===== config.mk =====
export PLATFORM = sky130hd
export DESIGN_NAME = if_fetch_stage
export DESIGN_NICKNAME = d
export VERILOG_FILES = /design/src/rtl/if_fetch_stage_pkg.sv /design/src/rtl/if_pc_reg.sv /design/src/rtl/if_fetch_stage.sv
export SDC_FILE = /design/constraint.sdc
export NUM_CORES = 1
export LEC_CHECK = 0
export BUFFER_PORTS_ARGS = -buffer_cell sky130_fd_sc_hd__buf_2
export CORE_MARGIN = 2
export CORE_UTILIZATION = 40
export CTS_CLUSTER_SIZE = 8
export DETAILED_ROUTE_END_ITERATION = 8
export GPL_TIMING_DRIVEN = 1
export PLACE_DENSITY = 0.76
export SLEW_MARGIN = 30
export SYNTH_ARGS = -nofsm -noshare
export SYNTH_HDL_FRONTEND = slang
export SYNTH_SLANG_ARGS = --single-unit

===== constraint.sdc =====
create_clock -name clk -period 4.9 [get_ports clk]
set_input_delay 0.245 -clock clk [delete_from_list [all_inputs] [get_ports clk]]
set_output_delay 0.245 -clock clk [all_outputs]
set_load 0.02 [all_outputs]

===== src/rtl/if_fetch_stage_pkg.sv =====
// Shared types and constants for the instruction-fetch stage.
package if_fetch_stage_pkg;

  typedef enum logic [1:0] {
    StReq     = 2'd0,
    StWait    = 2'd1,
    StHold    = 2'd2,
    StDiscard = 2'd3
  } fetch_state_e;

  localparam logic [31:0] NOP_INSTR       = 32'h0000_0000;
  localparam int unsigned PC_STEP_DEFAULT = 4;

endpackage


===== src/rtl/if_pc_reg.sv =====
// Architectural fetch PC register: redirect load wins over sequential advance.
module if_pc_reg #(
  parameter logic [31:0] RESET_PC = 32'h0000_0000
) (
  input  logic        clk,
  input  logic        rst,
  input  logic        load_i,
  input  logic [31:0] load_addr_i,
  input  logic        advance_i,
  input  logic [31:0] advance_addr_i,
  output logic [31:0] pc_o
);

  logic [31:0] pc_q;

  always_ff @(posedge clk) begin
    if (rst) begin
      pc_q <= RESET_PC;
    end else if (load_i) begin
      pc_q <= load_addr_i;
    end else if (advance_i) begin
      pc_q <= advance_addr_i;
    end
  end

  assign pc_o = pc_q;

endmodule


===== src/rtl/if_fetch_stage.sv =====
// Fetch stage: one outstanding imem request, buffers the returned word for IF/ID,
// handles freeze and branch redirect, and discards stale in-flight responses.
module if_fetch_stage
  import if_fetch_stage_pkg::*;
#(
  parameter logic [31:0] RESET_PC = 32'h0000_0000,
  parameter int unsigned PC_STEP  = PC_STEP_DEFAULT
) (
  input  logic        clk,
  input  logic        rst,
  input  logic        freeze,
  input  logic        branch_taken,
  input  logic [31:0] branch_addr,
  output logic        imem_req,
  output logic [31:0] imem_addr,
  input  logic        imem_ready,
  input  logic        imem_rvalid,
  input  logic [31:0] imem_rdata,
  output logic [31:0] PC,
  output logic [31:0] instruction,
  output logic        fetch_valid
);

  localparam logic [31:0] Step = 32'(PC_STEP);

  fetch_state_e state_q, state_d;
  logic [31:0]  req_pc_q, req_pc_d;
  logic [31:0]  inst_buf_q, inst_buf_d;
  logic [31:0]  fetch_pc;
  logic [31:0]  next_pc;
  logic         handshake;
  logic         pc_advance;

  assign next_pc    = req_pc_q + Step;
  assign handshake  = imem_req & imem_ready;
  assign pc_advance = (state_q == StHold) & ~freeze;

  if_pc_reg #(
    .RESET_PC (RESET_PC)
  ) u_pc_reg (
    .clk            (clk),
    .rst            (rst),
    .load_i         (branch_taken),
    .load_addr_i    (branch_addr),
    .advance_i      (pc_advance),
    .advance_addr_i (next_pc),
    .pc_o           (fetch_pc)
  );

  always_ff @(posedge clk) begin
    if (rst) begin
      state_q    <= StReq;
      req_pc_q   <= RESET_PC;
      inst_buf_q <= NOP_INSTR;
    end else begin
      state_q    <= state_d;
      req_pc_q   <= req_pc_d;
      inst_buf_q <= inst_buf_d;
    end
  end

  always_comb begin
    state_d    = state_q;
    req_pc_d   = req_pc_q;
    inst_buf_d = inst_buf_q;
    unique case (state_q)
      StReq: begin
        if (!branch_taken && handshake) begin
          req_pc_d = fetch_pc;
          state_d  = StWait;
        end
      end
      StWait: begin
        // A redirect while waiting makes the pending response stale.
        if (branch_taken) begin
          state_d = imem_rvalid ? StReq : StDiscard;
        end else if (imem_rvalid) begin
          inst_buf_d = imem_rdata;
          state_d    = StHold;
        end
      end
      StHold: begin
        if (branch_taken) begin
          inst_buf_d = NOP_INSTR;
          state_d    = StReq;
        end else if (!freeze) begin
          if (handshake) begin
            req_pc_d = next_pc;
            state_d  = StWait;
          end else begin
            state_d = StReq;
          end
        end
      end
      StDiscard: begin
        if (imem_rvalid) begin
          state_d = StReq;
        end
      end
      default: state_d = StReq;
    endcase
  end

  always_comb begin
    imem_req    = 1'b0;
    imem_addr   = fetch_pc;
    fetch_valid = 1'b0;
    PC          = 32'h0;
    instruction = NOP_INSTR;
    if (!rst) begin
      unique case (state_q)
        StReq: begin
          imem_req = ~branch_taken;
        end
        StHold: begin
          imem_req    = ~freeze & ~branch_taken;
          imem_addr   = next_pc;
          fetch_valid = 1'b1;
          PC          = next_pc;
          instruction = inst_buf_q;
        end
        default: ;
      endcase
    end
  end

endmodule


==> results of run 1 <==
[synthesized netlist by cell type (3+ instances only)]
library cell  instances
inv_1                 6
a22oi_1              36
buf_1                 4
nand4_1               9
a31oi_1               8
clkbuf_1             46
xor2_1                6
a211oi_1              7
nand2_1              61
and2_1                6
nor3b_1               3
nor2_1              112
dfxtp_1              98
mux2i_1               4
nand2b_1              3
a211o_1               8
o21ai_1               6
nor4_1                6
a21oi_1              33
o21a_1                3
o2bb2ai_1             6
and3_1               42
and4_1               12
xnor2_1              15
a21o_1               25
nand3_1              14
o21ai_0              56
nor3_1               12
or3_1                 3
o211ai_1              4
a311oi_1              5
buf_2                 9
a31o_2               10
[cells by family after synthesis]
group,Yosys count
mux,4
compound gates,219
simple gates,293
flops,98
fa+ha+maj,1
buf+inv,68
xor+xnor,21
[critical path, stage by stage, from the launching register on]
cell	delay, ps
dfxtp_1	450
ha_1	340
and3_1	240
nand2_1	290
or3_1	480
and2_1	200
o21ai_0	150
buf_2	190
[worst paths after layout]
check	startpoint	to	slack (ps)	depth (start not counted)
worst min-delay path	branch_addr[19]	u_pc_reg.pc_o[19]	90	2
worst max-delay path	req_pc_q[2]	imem_addr[22]	1960	7
worst max register to register	state_q[1]	u_pc_reg.pc_o[31]	2310	6
worst min register to register	inst_buf_q[26]	inst_buf_q[26]	490	2
[flip-flops by register name (all words and copies together) (netlist names)]
register / cells
u_pc_reg.pc_o: 32
state_q: 2
inst_buf_q: 32
req_pc_q: 32
[layer usage]
metal | track usage, % | vias up | routed length [um]
met5 | 0 | - | 0
met4 | 7.94 | 0 | 310
met3 | 4.94 | 18 | 1140
met2 | 33.7 | 221 | 7350
met1 | 29.2 | 2577 | 6980
li1 | - | 2803 | -
[stage by stage]
stage	area [um2]	setup WS (ps)	instances
final	6630	1960	1012
after global routing	6630	1780	1012
after CTS	6630	1990	1010
after detailed placement	6290	2280	995
after global placement	6280	2290	995
after floorplan	5390	2570	704
[report_power, final]
part	internal, W	total [W]	switching (W)
sequential	0.000822	0.000848	0.0000260
combinational	0.0000747	0.000180	0.000106
clock	0.000499	0.000820	0.000321
[area by class of cell]
class / instances / share of cell area, %
multi-input combinational: 538 / 47.8
sequential: 98 / 29.6
timing repair buffer: 177 / 13.7
clock buffer: 9 / 3.39
tap: 176 / 3.32
clock inverter: 6 / 1.74
inverter: 6 / 0.339
antenna: 2 / 0.0754
==> impl_metrics.toml, run 1 <==
[yosys]
synth_top_family_by_area = "compound AO/OA/AOI/OAI gates"
ys.flop_type = "dfxtp_1"
synthAdderAreaFrac_pct = 0.232
synth_top_cell_area_share_pct = 36.4
synth_enable_flop_cells = 0
yosysWarnings = 0
synth_compound_area_share_pct = 27.1
synth_area_per_cell_um2 = 7.66
yosys.area_share.simple_pct = 26.9
syn_area_mm2 = 0.00539
netlist_instances = 704
ys_types = 53
yosysSeqAreaShare_pct = 36.4
ys_ff_latch = 98
ys_async_sr_fraction_pct = 0
syn-num-nets = 775
ys_top_cells_by_area = "dfxtp_1, nor2_1, o21ai_0"
synth_xor_xnor_area_share_pct = 3.41
muxShareOfSynthArea_pct = 0.742
synth.largest_area_cell = "dfxtp_1"

[sta]
fin_crit_sh_pct = 60.1
hold_violations = 0
tns_ps = 0
finalCriticalPeriod_ps = 2940
finalMaxSlewViolations = 0
clock_skew_ps = 5.53
finalSetupViolCount = 0
hold_ws_ps = 85.9
max_clock_freq_mhz = 340
rsz0062_at_grt = "no"
worst_pin_slew_ps = 936
max_slew_margin_pct = 37.4

[power]
finalPower_w = 0.00185
power_per_cell_area_mw_per_mm2 = 279
irDropWorstVdd_v = 0.000214
p_leak_nw = 3.00

[clock_tree]
htree_levels = 3
cts_setup_buffers = 0
cts_root_buf = "clkbuf_16"
clk_pin_slew_ps = 70
cts_buffer_depth = 2
cts-resized-gates = 0
cts.sinks = 98
clkLatencyLatePin_ps = 360
cts-hold-fix-buffers = 0
cts_made_buffers = 9
cts_tree = "done"

[final_layout]
layout.cells.most_common = "buf_2"
drive_gt1_share_pct = 25.5
final_cell_mix = "buf_2, nor2_1, dfxtp_1"
layout.nets = 901
ff_latch_area_mm2 = 0.00196
syn2layout_area_growth_pct = 23.0
multi_input_area_mm2 = 0.00317
fillers = 1285
finish.utilization_pct = 50.3

[drt]
wire_per_inst_um = 15.6
ant_nets = 0
drt-initial-drc-count = 501
via_per_inst = 5.55
drc = 0
drt-total-wl_mm = 15.8
vias = 5619
dr.pass1.iters = 5

[die]
start_util_pct = 40.9
rows = 42
die_h_um = 120
dieArea_mm2 = 0.0144
core_area_mm2 = 0.0132
io_pins = 168
die_w_um = 120

[global_route]
grt_first_pass_wirelength_mm = 25.3
grt_max_degree = 63
antenna_found_initial = 2
grtUsageTotal_pct = 21.6
overflow = 0
grt_pass1_vias = 5125

[critical_path]
cp.arrival_ps = 2700
start_kind = "flip-flop"
path_class = "flip-flop to output port"
cp_max_fo = 11
cp-end-kind = "output port"
crit_required_ps = 4660

[min_path]
hold_class = "input pin to flip-flop"

[run]
drv_cap = 0

[placed_design]
dp_hpwl_mm = 10.7
place_congestion = 0.912
io_buffers = 167

[run_status]
status = "finished clean"
(Power assumes the default switching activity.)
==> run 2: changes to the inputs <==
==> constraint.sdc (replaced) <==
create_clock -name clk -period 2.83 [get_ports clk]
set_input_delay 0.1415 -clock clk [delete_from_list [all_inputs] [get_ports clk]]
set_output_delay 0.1415 -clock clk [all_outputs]
set_load 0.02 [all_outputs]
==> run 2 against run 1 <==
First-iteration DRC count is 8.2% lower. Power rose by 67%. Design area increased by 2.4%. Core utilization rose by 1.2 points. Sequential power increased by 73%. Register-to-register slack got worse by 1700 ps. Non-clock buffer count grew 20. Sequential cell count unchanged. Worst setup slack lost 1800 ps.
==> impl_metrics.toml, run 2 (synthesis results as in run 1) <==
[power]
irDropWorstVdd_v = 0.000330
finalPower_w = 0.00308
power_per_cell_area_mw_per_mm2 = 454
p_leak_nw = 3.08

[critical_path]
crit_slowest_cell = "or3_1"
cp_max_fo = 11
rr_worst_depth = 5
cp.arrival_ps = 2510
start_kind = "flip-flop"
crit_required_ps = 2690
cp-end-kind = "output port"
path_class = "flip-flop to output port"
cpPeakStageDelay_ps = 470
r2r-end = "u_pc_reg.pc_o[31]"
crit_start = "req_pc_q[14]"
rr_startpoint = "state_q[1]"
crit_chain = "and4_1 -> nand4_2 -> or3_1 -> and2_1 -> o21ai_0 -> buf_2"
r2r_slack_ps = 660

[sta]
finalCriticalPeriod_ps = 2650
hold_violations = 0
tns_ps = 0
fin_crit_sh_pct = 93.7
max_slew_margin_pct = 41.5
finalSetupViolCount = 0
clock_skew_ps = 7.20
rsz0062_at_grt = "no"
worst_pin_slew_ps = 874
max_clock_freq_mhz = 377
finalMaxSlewViolations = 0

[drt]
ant_nets = 0
via_per_inst = 5.51
drt-initial-drc-count = 460
dr.pass1.iters = 5
drt-total-wl_mm = 16.3
wire_per_inst_um = 15.8
vias = 5677
drc = 0

[die]
io_pins = 168
core_area_mm2 = 0.0132
dieArea_mm2 = 0.0144
start_util_pct = 40.9
die_h_um = 120
rows = 42
die_w_um = 120

[final_layout]
final_cell_mix = "buf_2, nor2_1, dfxtp_1"
ff_latch_area_mm2 = 0.00196
fillers = 1294
n_antenna_cell = 0
layout.cells.most_common = "buf_2"
layout.nets = 921
syn2layout_area_growth_pct = 26.0
drive_gt1_share_pct = 26.4
stdcell_count = 1031
multi_input_area_mm2 = 0.00318

[global_route]
grt_max_degree = 54
grt_pass1_vias = 5197
grtUsageTotal_pct = 22.3
antenna_found_initial = 0
grt_first_pass_wirelength_mm = 26.0
overflow = 0

[placed_design]
io_buffers = 167
dp_hpwl_mm = 11.0
place_congestion = 0.954
dp.cells = 1004

[clock_tree]
clkLatencyLatePin_ps = 350
cts_made_buffers = 9
cts_root_buf = "clkbuf_16"
cts_setup_buffers = 0
cts.sinks = 98
cts_tree = "done"
cts_buffer_depth = 2
clk_pin_slew_ps = 70
htree_levels = 3

[min_path]
hold_class = "input pin to flip-flop"
min_to = "u_pc_reg.pc_o[31]"
hp-start = "branch_addr[31]"
whs_path_depth = 3

[run]
drv_cap = 0

[run_status]
status = "finished clean"
==> run 2: metrics by stage <==
stage | hold slack [ps] | cell area [um2] | utilization [%] | setup slack [ps]
after CTS | 0.125 | 6780 | 51.4 | 38.8
final | 3.81 | 6790 | 51.5 | 178
after detailed placement | 338 | 6360 | 48.2 | 423
after global placement | 341 | 6360 | 48.2 | 484
after floorplan | 250 | 5390 | - | 605
after global routing | 20.7 | 6790 | 51.5 | 25.9
==> run 2: worst max-delay path by stage <==
| stage | slack [ps] | to |
|---|---|---|
| final | 180 | imem_addr[22] |
| after global routing | 30 | imem_addr[22] |
| after CTS | 40 | imem_addr[22] |
| after detailed placement | 420 | imem_addr[22] |
| after global placement | 480 | imem_addr[22] |
| after floorplan | 610 | imem_addr[24] |
==> run 2: metal layers <==
| metal | routed length (um) | vias to the layer above | track usage [%] |
|---|---|---|---|
| li1 | - | 2834 | - |
| met1 | 7380 | 2599 | 29.7 |
| met2 | 7430 | 217 | 35.6 |
| met3 | 1180 | 27 | 5.51 |
| met4 | 308 | 0 | 6.62 |
| met5 | 0 | - | 0 |
==> run 2: timing repair <==
item	4_1_cts	5_1_grt
gates resized for setup	0	3
endpoints found under the setup margin	0	10
hold buffers	11	0
endpoints found under the hold margin	11	0
==> run 2: critical path: cells and delay by family, from the launching register on <==
kind / cells / cell delay, ps
AOI/OAI and AO/OA: 1 / 130
buffers and inverters: 1 / 180
DFF: 1 / 440
and+or+nand+nor: 4 / 1420
==> run 2: power by group <==
group	internal, W	switching, W	leakage (nW)
clock	0.000702	0.000584	0.148
combinational	0.000143	0.000185	2.13
sequential	0.00142	0.0000448	0.798
total	0.00227	0.000814	3.08
==> run 2: area by class of cell <==
type	count	share of cell area (%)
Tap cell	176	3.24
Multi-Input combinational cell	538	46.8
Sequential cell	98	28.9
Clock buffer	9	3.31
Clock inverter	7	1.20
Inverter	6	0.331
Timing Repair Buffer	197	16.2
